**src/rtl/lcd_pixel_packer.sv**
```systemverilog
// lcd_pixel_packer: packs six 16-bit SDRAM read words into 96-bit entries,
// buffers them in a small FIFO and serves them to the LCD driver.
// Ports:
//   clk_lcd, lcd_rst_n          single clock, asynchronous active-low reset
//   in_valid/in_data/in_ready   16-bit upstream word stream (valid/ready)
//   rd_restart                  pulse asking the SDRAM side to reload the frame base
//   lcd_rden/lcd_data           pop request, popped entry one cycle later
//   sdr_addr_set                flush request
//   lcd_framesync               frame start, clears the per-frame underflow flag
//   fifo_level                  number of buffered entries
//   underflow                   sticky underrun flag for the current frame
//   underrun_cnt                saturating total underrun count
module lcd_pixel_packer #(
   parameter int DEPTH = 8,
   parameter int CNT_W = 16
) (
   input  logic                     clk_lcd,
   input  logic                     lcd_rst_n,
   input  logic                     in_valid,
   input  logic [15:0]              in_data,
   output logic                     in_ready,
   output logic                     rd_restart,
   input  logic                     lcd_rden,
   output logic [95:0]              lcd_data,
   input  logic                     sdr_addr_set,
   input  logic                     lcd_framesync,
   output logic [$clog2(DEPTH):0]   fifo_level,
   output logic                     underflow,
   output logic [CNT_W-1:0]         underrun_cnt
);
   localparam int AW = $clog2(DEPTH);

   logic [95:0]   mem [DEPTH];
   logic [79:0]   pack_reg;
   logic [AW-1:0] wr_ptr, rd_ptr;
   logic [2:0]    pack_cnt;
   logic          flush_q, started;
   logic          accept, push, pop, empty_pop;

   // started keeps in_ready low until the first edge after reset release
   assign in_ready   = started && !flush_q && (pack_cnt != 3'd5 || fifo_level != (AW+1)'(DEPTH));
   assign rd_restart = flush_q;
   // a flush request masks any push or pop in the same cycle
   assign accept     = in_valid && in_ready && !sdr_addr_set;
   assign push       = accept && pack_cnt == 3'd5;
   assign pop        = lcd_rden && fifo_level != '0 && !sdr_addr_set;
   assign empty_pop  = lcd_rden && fifo_level == '0 && !sdr_addr_set;

   always_ff @(posedge clk_lcd or negedge lcd_rst_n) begin
      if (!lcd_rst_n) begin
         started      <= 1'b0;
         flush_q      <= 1'b0;
         pack_cnt     <= '0;
         wr_ptr       <= '0;
         rd_ptr       <= '0;
         fifo_level   <= '0;
         lcd_data     <= '0;
         underflow    <= 1'b0;
         underrun_cnt <= '0;
      end else begin
         started <= 1'b1;
         flush_q <= sdr_addr_set;
         if (sdr_addr_set) begin
            pack_cnt   <= '0;
            wr_ptr     <= '0;
            rd_ptr     <= '0;
            fifo_level <= '0;
         end else begin
            if (accept) pack_cnt <= push ? 3'd0 : pack_cnt + 3'd1;
            if (push) wr_ptr <= wr_ptr + 1'b1;
            if (pop) rd_ptr <= rd_ptr + 1'b1;
            fifo_level <= fifo_level + (AW+1)'(push) - (AW+1)'(pop);
         end
         // an empty pop, or a pop swallowed by a flush, presents zeros
         if (lcd_rden) lcd_data <= pop ? mem[rd_ptr] : '0;
         if (empty_pop) underflow <= 1'b1;
         else if (lcd_framesync) underflow <= 1'b0;
         if (empty_pop && underrun_cnt != '1) underrun_cnt <= underrun_cnt + 1'b1;
      end
   end

   // data path needs no reset: pack_cnt and the pointers define validity
   always_ff @(posedge clk_lcd) begin
      if (push) mem[wr_ptr] <= {in_data, pack_reg};
      for (int i = 0; i < 5; i++)
         if (accept && pack_cnt == 3'(i)) pack_reg[16*i +: 16] <= in_data;
   end
endmodule

```
**config.mk**
```make
export PLATFORM = sky130hd
export DESIGN_NAME = lcd_pixel_packer
export DESIGN_NICKNAME = d
export VERILOG_FILES = /design/src/rtl/lcd_pixel_packer.sv
export SDC_FILE = /design/constraint.sdc
export NUM_CORES = 1
export LEC_CHECK = 0
export ABC_AREA = 1
export CAP_MARGIN = 0
export CORE_ASPECT_RATIO = 1.5
export CORE_UTILIZATION = 52
export CTS_CLUSTER_DIAMETER = 40
export DETAILED_ROUTE_END_ITERATION = 10
export GPL_ROUTABILITY_DRIVEN = 1
export PLACE_DENSITY_LB_ADDON = 0.12
export SETUP_SLACK_MARGIN = 0.1
export SYNTH_ARGS = -nofsm -noshare
export SYNTH_HDL_FRONTEND = slang
export SYNTH_SLANG_ARGS = --single-unit
```
**constraint.sdc**
```tcl
create_clock -name clk_lcd -period 18.2 [get_ports clk_lcd]
set_clock_uncertainty 0.2 [all_clocks]
set_input_delay 3.64 -clock clk_lcd [delete_from_list [all_inputs] [get_ports clk_lcd]]
set_output_delay 3.64 -clock clk_lcd [all_outputs]
set_load 0.01 [all_outputs]
```
==> impl_metrics.env, run 1 <==
export IMPL_num_vias=23682
export IMPL_grt_usage=0.249
export IMPL_drc_errors=0
export IMPL_hold_path_class="reg2reg"
export IMPL_final_common_cell="nand2_1"
export IMPL_finalSetupViolations=0
export IMPL_io_pins=141
export IMPL_final_cells=4208
export IMPL_synth_top_area_frac=0.670
export IMPL_yosysWarningCount=0
export IMPL_layout_drive_gt1_share=0.0655
export IMPL_power_mw=5.69
export IMPL_slew_headroom=0.173
export IMPL_clkTransAtPathRegs_ps=60
export IMPL_drtAntennaViolNets=0
export IMPL_htreeDepth=3
export IMPL_post_cts_setup_buffers=0
export IMPL_ys_ff_latch=976
export IMPL_dpl_cell_count=4020
export IMPL_crit_type="in2reg"
export IMPL_cp_data_required_time_ps=18280
export IMPL_cts_hold_buf=0
export IMPL_rows=121
export IMPL_hold_ws_ps=273
export IMPL_netlist_area_sq_um=38000
export IMPL_routed_wirelength_um=91200
export IMPL_globalplace_congestion=0.785
export IMPL_drv_slew=0
export IMPL_largest_register_ffs=768
export IMPL_grt_max_degree=214
export IMPL_start_util=0.524
export IMPL_final_hold_viol_count=0
export IMPL_max_freq_ghz=0.138
export IMPL_syn_inst=3100
export IMPL_dieArea_sq_um=74200
export IMPL_grt_setup_unrepaired="no"
export IMPL_die_h_um=333
export IMPL_grt_antenna_before_repair=4
export IMPL_core_sq_um=72500
export IMPL_grt_pass1_wl_um=140000
export IMPL_syn_avg_cell_area_sq_um=12.3
export IMPL_crit_path_max_fanout=51
export IMPL_tightest_slew_ps=1240
export IMPL_fin_setup_tns_ps=0
export IMPL_period_needed_ps=7260
export IMPL_synth_cell_types=34
export IMPL_numCtsBuffers=101
export IMPL_end_kind="flop"
export IMPL_hpwl_um=49300
export IMPL_peakVddDrop_uv=107
export IMPL_ys_top_cells_by_area="edfxtp_1, nand2_1, dfrtp_1"
export IMPL_cts_tree="yes"
export IMPL_grt_pass1_vias=23799
export IMPL_layout_common_cells="nand2_1, edfxtp_1, nor2_1, nand3_1, a21oi_1"
export IMPL_clk_insertion_delay_late_ps=660
export IMPL_status="finished, final reports clean"
export IMPL_first_pass_iters=7
export IMPL_clock_sinks=976
export IMPL_drt_iter0_markers=1805
export IMPL_layout_nets=3238
export IMPL_ys_seq_area_frac=0.754
export IMPL_drv_cap=0
export IMPL_power_density_nw_per_um2=131
export IMPL_cellLeakagePower_nw=16.5
export IMPL_synth_area_leader_cell="edfxtp_1"
export IMPL_dieWidth_um=223
export IMPL_cts_buffer_depth=3
export IMPL_utilization=0.600
export IMPL_critical_path_arrival_ps=7330
export IMPL_grt_ovfl_total=0
export IMPL_vias_per_cell=5.63
export IMPL_routedWlPerCell_um=21.7
export IMPL_period_share=0.399
export IMPL_clockRootBuffer="clkbuf_16"
export IMPL_critPathLaunchType="input port"
export IMPL_areaGrowthSynthToFinish_pct=14.4
export IMPL_cts_resized=0
export IMPL_syn_nets=3137
export IMPL_port_buffers=140
## logic make-up after synthesis
family                     count (synthesis)  synth area share
adders and majority gates                 15           0.00513
buffers and inverters                    213            0.0273
AOI/OAI and AO/OA                        310            0.0474
and+or+nand+nor                         1573             0.163
other                                      1         0.0000986
DFF                                      976             0.754
xor gates and xnor gates                  12           0.00276
## synthesized netlist by cell type (all sizes together)
cell type and instances:
o31ai 95, a21o 1, nand3b 1, nor3 6
o21bai 2, ha 14, inv 42, o211ai 2
fa 1, edfxtp 848, conb 1, xor2 4
nand4 6, buf 125, nand2 1133, a21oi 193
nand3 203, nor2 224, dfrtp 128, xnor2 8
clkbuf 46, o21ai 17
## stage by stage
step	setup WS, ps	cell area, sq um
floorplan	9250	38000
global placement	10360	40000
detailed placement	10220	40000
CTS	10900	43500
global route	10720	43500
finish	10940	43500
## final timing paths
kind	start	depth (start not counted)	endpoint	slack, ps
max	sdr_addr_set	8	mem[1][42]	10940
min	lcd_data[33]	2	lcd_data[33]	270
max reg2reg	pack_cnt[0]	10	mem[1][42]	13750
min reg2reg	lcd_data[33]	2	lcd_data[33]	270
max in group asynchronous	lcd_rst_n	2	rd_ptr[1]	13440
min in group asynchronous	lcd_rst_n	1	underrun_cnt[11]	2780
## report_power, final
part / internal [mW] / total, mW / switching [mW]
logic: 0.354 / 1.00 / 0.650
clock network: 1.27 / 2.13 / 0.868
registers: 2.48 / 2.55 / 0.0725
total: 4.10 / 5.69 / 1.59
## area by class of cell
cell class	count	area, sq um
fill	5595	29000
sequential	976	28700
multi-input combinational	1911	8410
clock buffer	123	2700
timing repair buffer	169	1620
tap	922	1150
clock inverter	63	774
inverter	42	180
antenna	2	5.00
## layer usage
| layer | up-vias | routed length, um | global-route usage |
|---|---|---|---|
| met2 | 732 | 47500 | 0.439 |
| li1 | 10946 | - | - |
| met3 | 162 | 5110 | 0.0345 |
| met4 | 2 | 2500 | 0.0831 |
| met1 | 11840 | 36100 | 0.317 |
| met5 | - | 16 | 0 |
## worst max-delay path, stage by stage
cell             delay (ps)
clkdlybuf4s50_1         590
inv_2                   240
nand4_2                 240
nor2_1                  300
nand2_1                 300
nor2_4                  670
buf_4                   510
buf_4                   770
(Power assumes the default switching activity.)
==> inputs of run 2 (changes only) <==
==> constraint.sdc (replaced) <==
create_clock -name clk_lcd -period 6.92 [get_ports clk_lcd]
set_clock_uncertainty 0.2 [all_clocks]
set_input_delay 1.384 -clock clk_lcd [delete_from_list [all_inputs] [get_ports clk_lcd]]
set_output_delay 1.384 -clock clk_lcd [all_outputs]
set_load 0.01 [all_outputs]
==> run 2 against run 1 <==
Critical path depth down 1; final cell count up 0.17%; sequential power rose to 2.6 times the previous value; setup slack worse by 8300 ps; utilization up 0.28 points; hold slack better by 2.4 ps; first-iteration DRC count up 13%; die area unchanged.
==> impl_metrics.env, run 2 (synthesis results as in run 1) <==
export IMPL_grt_max_degree=197
export IMPL_post_cts_setup_buffers=0
export IMPL_drv_cap=0
export IMPL_largest_register_ffs=768
export IMPL_grt_ovfl_total=0
export IMPL_cts_resized=0
export IMPL_clk_insertion_delay_late_ps=670
export IMPL_dieWidth_um=223
export IMPL_num_vias=23612
export IMPL_num_antenna_cells=0
export IMPL_period_share=0.624
export IMPL_crit_type="in2reg"
export IMPL_cts_buffer_depth=3
export IMPL_hold_ws_ps=276
export IMPL_final_common_cell="nand2_1"
export IMPL_clockRootBuffer="clkbuf_16"
export IMPL_clock_sinks=976
export IMPL_grt_pass1_vias=24257
export IMPL_routed_wirelength_um=91700
export IMPL_dpl_cell_count=4026
export IMPL_drtAntennaViolNets=0
export IMPL_port_buffers=140
export IMPL_tightest_slew_ps=1210
export IMPL_layout_nets=3243
export IMPL_period_needed_ps=4320
export IMPL_critPathLaunchType="input port"
export IMPL_final_hold_viol_count=0
export IMPL_cp_data_required_time_ps=7060
export IMPL_slew_headroom=0.189
export IMPL_grt_usage=0.252
export IMPL_crit_path_max_fanout=27
export IMPL_io_pins=141
export IMPL_cts_hold_buf=0
export IMPL_core_sq_um=72500
export IMPL_routedWlPerCell_um=21.8
export IMPL_clkTransAtPathRegs_ps=60
export IMPL_grt_antenna_before_repair=1
export IMPL_power_density_nw_per_um2=343
export IMPL_drv_slew=0
export IMPL_power_mw=15.0
export IMPL_drt_iter0_markers=2033
export IMPL_drc_errors=0
export IMPL_first_pass_iters=5
export IMPL_numCtsBuffers=100
export IMPL_cts_tree="yes"
export IMPL_areaGrowthSynthToFinish_pct=15.0
export IMPL_layout_common_cells="nand2_1, edfxtp_1, nor2_1, nand3_1, a21oi_1"
export IMPL_globalplace_congestion=0.769
export IMPL_max_freq_ghz=0.232
export IMPL_dieArea_sq_um=74200
export IMPL_grt_setup_unrepaired="no"
export IMPL_cellLeakagePower_nw=16.6
export IMPL_fin_setup_tns_ps=0
export IMPL_critical_path_arrival_ps=4450
export IMPL_final_cells=4215
export IMPL_grt_pass1_wl_um=141000
export IMPL_status="finished, final reports clean"
export IMPL_start_util=0.524
export IMPL_die_h_um=333
export IMPL_peakVddDrop_uv=270
export IMPL_hpwl_um=49200
export IMPL_layout_drive_gt1_share=0.0708
export IMPL_end_kind="flop"
export IMPL_rows=121
export IMPL_htreeDepth=3
export IMPL_finalSetupViolations=0
export IMPL_vias_per_cell=5.60
export IMPL_hold_path_class="reg2reg"
==> run 2: cell types whose count changed in the layout (fill, tap and decap cells not counted), moves of 3 or more <==
cell	before	now
clkinv_2	11	14
clkinv_1	13	5
buf_12	0	9
clkbuf_8	3	7
inv_6	6	12
buf_4	29	26
==> run 2: worst paths after layout <==
check	start	end	slack, ps	cells after the start
worst min register to register	lcd_data[11]	lcd_data[11]	280	2
min in group asynchronous	lcd_rst_n	lcd_data[17]	540	1
max in group asynchronous	lcd_rst_n	underrun_cnt[10]	4450	2
worst min-delay path	lcd_data[11]	lcd_data[11]	280	2
worst max-delay path	sdr_addr_set	mem[0][65]	2600	7
worst max register to register	pack_cnt[1]	mem[0][65]	3180	10
==> run 2: final cells by class <==
class / count / area [sq um]
clock buffer: 124 / 2710
clock inverter: 65 / 821
fill: 5592 / 28800
inverter: 42 / 180
multi-input combinational: 1911 / 8410
sequential: 976 / 28700
tap: 922 / 1150
timing repair buffer: 175 / 1780
==> run 2: where the power goes <==
group | internal, mW | switching [mW]
Sequential | 6.52 | 0.232
Clock | 3.35 | 2.33
Combinational | 0.932 | 1.65
Total | 10.8 | 4.21
==> run 2: stage by stage <==
stage / setup WS, ps / cell area, sq um / utilization
after detailed placement: 1920 / 40200 / 0.554
after global routing: 2390 / 43700 / 0.603
after CTS: 2620 / 43700 / 0.603
final: 2600 / 43700 / 0.603
after global placement: 2020 / 40200 / 0.554
after floorplan: 227 / 38000 / -
==> run 2: worst max-delay path, stage by stage <==
cell	delay (ps)
clkdlybuf4s50_1	570
inv_2	240
nand4_2	260
nor2_1	260
nand2_1	290
nor2_4	960
buf_4	450
==> run 2: per-layer routing <==
metal,vias to the layer above,GRT usage,share of wire
li1,10930,-,-
met1,11802,0.315,0.40
met2,729,0.448,0.52
met3,151,0.0305,0.050
met4,0,0.0924,0.028
met5,-,0,0
==> inputs of run 3 (changes only) <==
==> constraint.sdc (replaced) <==
create_clock -name clk_lcd -period 4.4 [get_ports clk_lcd]
set_clock_uncertainty 0.2 [all_clocks]
set_input_delay 0.88 -clock clk_lcd [delete_from_list [all_inputs] [get_ports clk_lcd]]
set_output_delay 0.88 -clock clk_lcd [all_outputs]
set_load 0.01 [all_outputs]
==> run 3 against run 2 <==
Critical path depth rose by 1; register-to-register slack got worse by 2000 ps; global-route usage fell by 0.88 points; die area did not move; critical path type is now reg2out; combinational power rose by 61%; highest routed layer is now met5; setup slack got worse by 1600 ps; hold slack got worse by 240 ps; power rose by 54%; sequential cell count did not move.
==> impl_metrics.env, run 3 (synthesis results as in run 1) <==
export IMPL_grt_max_degree=218
export IMPL_crit_path_max_fanout=5
export IMPL_num_vias=23496
export IMPL_grt_pass1_wl_um=137000
export IMPL_hold_path_class="in2async"
export IMPL_period_needed_ps=3410
export IMPL_grt_ovfl_total=0
export IMPL_die_h_um=333
export IMPL_layout_nets=3258
export IMPL_final_common_cell="nand2_1"
export IMPL_dieWidth_um=223
export IMPL_routedWlPerCell_um=20.9
export IMPL_routed_wirelength_um=88600
export IMPL_start_util=0.524
export IMPL_end_kind="primary output"
export IMPL_crit_family="buffers and inverters"
export IMPL_cp_slowest_cell="clkdlybuf4s50_1"
export IMPL_numCtsBuffers=101
export IMPL_layout_drive_gt1_share=0.0746
export IMPL_final_fill_count=5646
export IMPL_design_area_sq_um=43800
export IMPL_finalSetupViolations=0
export IMPL_layout_common_cells="nand2_1, edfxtp_1, nor2_1, nand3_1, a21oi_1"
export IMPL_cts_resized=0
export IMPL_critical_path_buf_inv_count=4
export IMPL_drv_slew=0
export IMPL_multi_input_comb_area_sq_um=8410
export IMPL_critical_path_arrival_ps=2330
export IMPL_clkTransAtPathRegs_ps=60
export IMPL_clock_sinks=976
export IMPL_first_pass_iters=7
export IMPL_core_sq_um=72500
export IMPL_grt_pass1_vias=23993
export IMPL_power_density_nw_per_um2=528
export IMPL_grt_setup_unrepaired="no"
export IMPL_areaGrowthSynthToFinish_pct=15.3
export IMPL_grt_usage=0.243
export IMPL_peakVddDrop_uv=416
export IMPL_period_share=0.775
export IMPL_power_mw=23.2
export IMPL_vias_per_cell=5.55
export IMPL_port_buffers=140
export IMPL_cp_cell_sequence="inv_1, ha_1, nand2_2, inv_1, nand3_1, nand2_1, inv_1, clkdlybuf4s50_1"
export IMPL_rows=121
export IMPL_clockRootBuffer="clkbuf_16"
export IMPL_final_cells=4232
export IMPL_clk_insertion_delay_late_ps=660
export IMPL_grt_antenna_before_repair=9
export IMPL_placed_cell_area_sq_um=40500
export IMPL_status="finished, final reports clean"
export IMPL_globalplace_congestion=0.773
export IMPL_largest_register_ffs=768
export IMPL_regArea_sq_um=28700
export IMPL_fin_setup_tns_ps=0
export IMPL_hpwl_um=47400
export IMPL_cts_buffer_depth=3
export IMPL_dpl_cell_count=4040
export IMPL_slew_headroom=0.159
export IMPL_critPathLaunchType="flop"
export IMPL_cellLeakagePower_nw=16.6
export IMPL_cts_hold_buf=0
export IMPL_drtAntennaViolNets=0
export IMPL_cp_data_required_time_ps=3320
export IMPL_path_common_cell="inv_1"
export IMPL_htreeDepth=3
export IMPL_drv_cap=0
export IMPL_crit_type="reg2out"
export IMPL_post_cts_setup_buffers=0
export IMPL_dieArea_sq_um=74200
export IMPL_final_hold_viol_count=0
export IMPL_drc_errors=0
export IMPL_cp_slowest_stage_delay_ps=520
export IMPL_drt_iter0_markers=1891
export IMPL_cts_tree="yes"
export IMPL_max_freq_ghz=0.293
export IMPL_tightest_slew_ps=1260
export IMPL_io_pins=141
-- run 3: metrics by stage --
stage	hold WS, ps	utilization	setup WS (ps)
CTS	33.3	0.604	979
detailed placement	264	0.558	627
finish	31.2	0.604	990
global route	67.5	0.604	861
global placement	261	0.558	700
floorplan	311	-	-219
-- run 3: path summary, 6_finish.rpt --
path,from,endpoint,slack [ps],depth (start not counted)
worst min register to register,lcd_data[11],lcd_data[11],280,2
max in group asynchronous,lcd_rst_n,lcd_data[50],3150,2
worst max-delay path,pack_cnt[1],in_ready,990,8
worst min-delay path,lcd_rst_n,lcd_data[22],30,1
worst max register to register,pack_cnt[1],mem[3][44],1200,10
min in group clk_lcd,lcd_data[11],lcd_data[11],280,2
-- run 3: final cells by class --
class | count | share of cell area
Clock buffer | 118 | 0.0612
Multi-Input combinational cell | 1911 | 0.192
Clock inverter | 73 | 0.0159
Sequential cell | 976 | 0.654
Inverter | 42 | 0.00411
Timing Repair Buffer | 189 | 0.0464
Tap cell | 922 | 0.0263
Antenna cell | 1 | 0.0000571
-- run 3: where the power goes --
| part | switching [mW] | internal [mW] |
|---|---|---|
| combinational | 2.66 | 1.50 |
| clock | 3.66 | 4.86 |
| sequential | 0.222 | 10.3 |
-- run 3: worst reg2reg max path, stage by stage, from the launching register on --
cell	delay, ps
dfrtp_1	380
inv_1	80
ha_1	200
nand2_2	120
inv_1	90
nand3_1	140
nand4_2	220
nor2_1	320
nand2_1	310
nor2_4	220
buf_12	490
-- run 3: routing by layer --
metal / track usage / part of all wire / up-vias
met2: 0.429 / 0.51 / 682
met1: 0.305 / 0.41 / 11689
met5: 0 / 0.00015 / -
met4: 0.0944 / 0.030 / 2
li1: - / - / 10976
met3: 0.0289 / 0.050 / 147
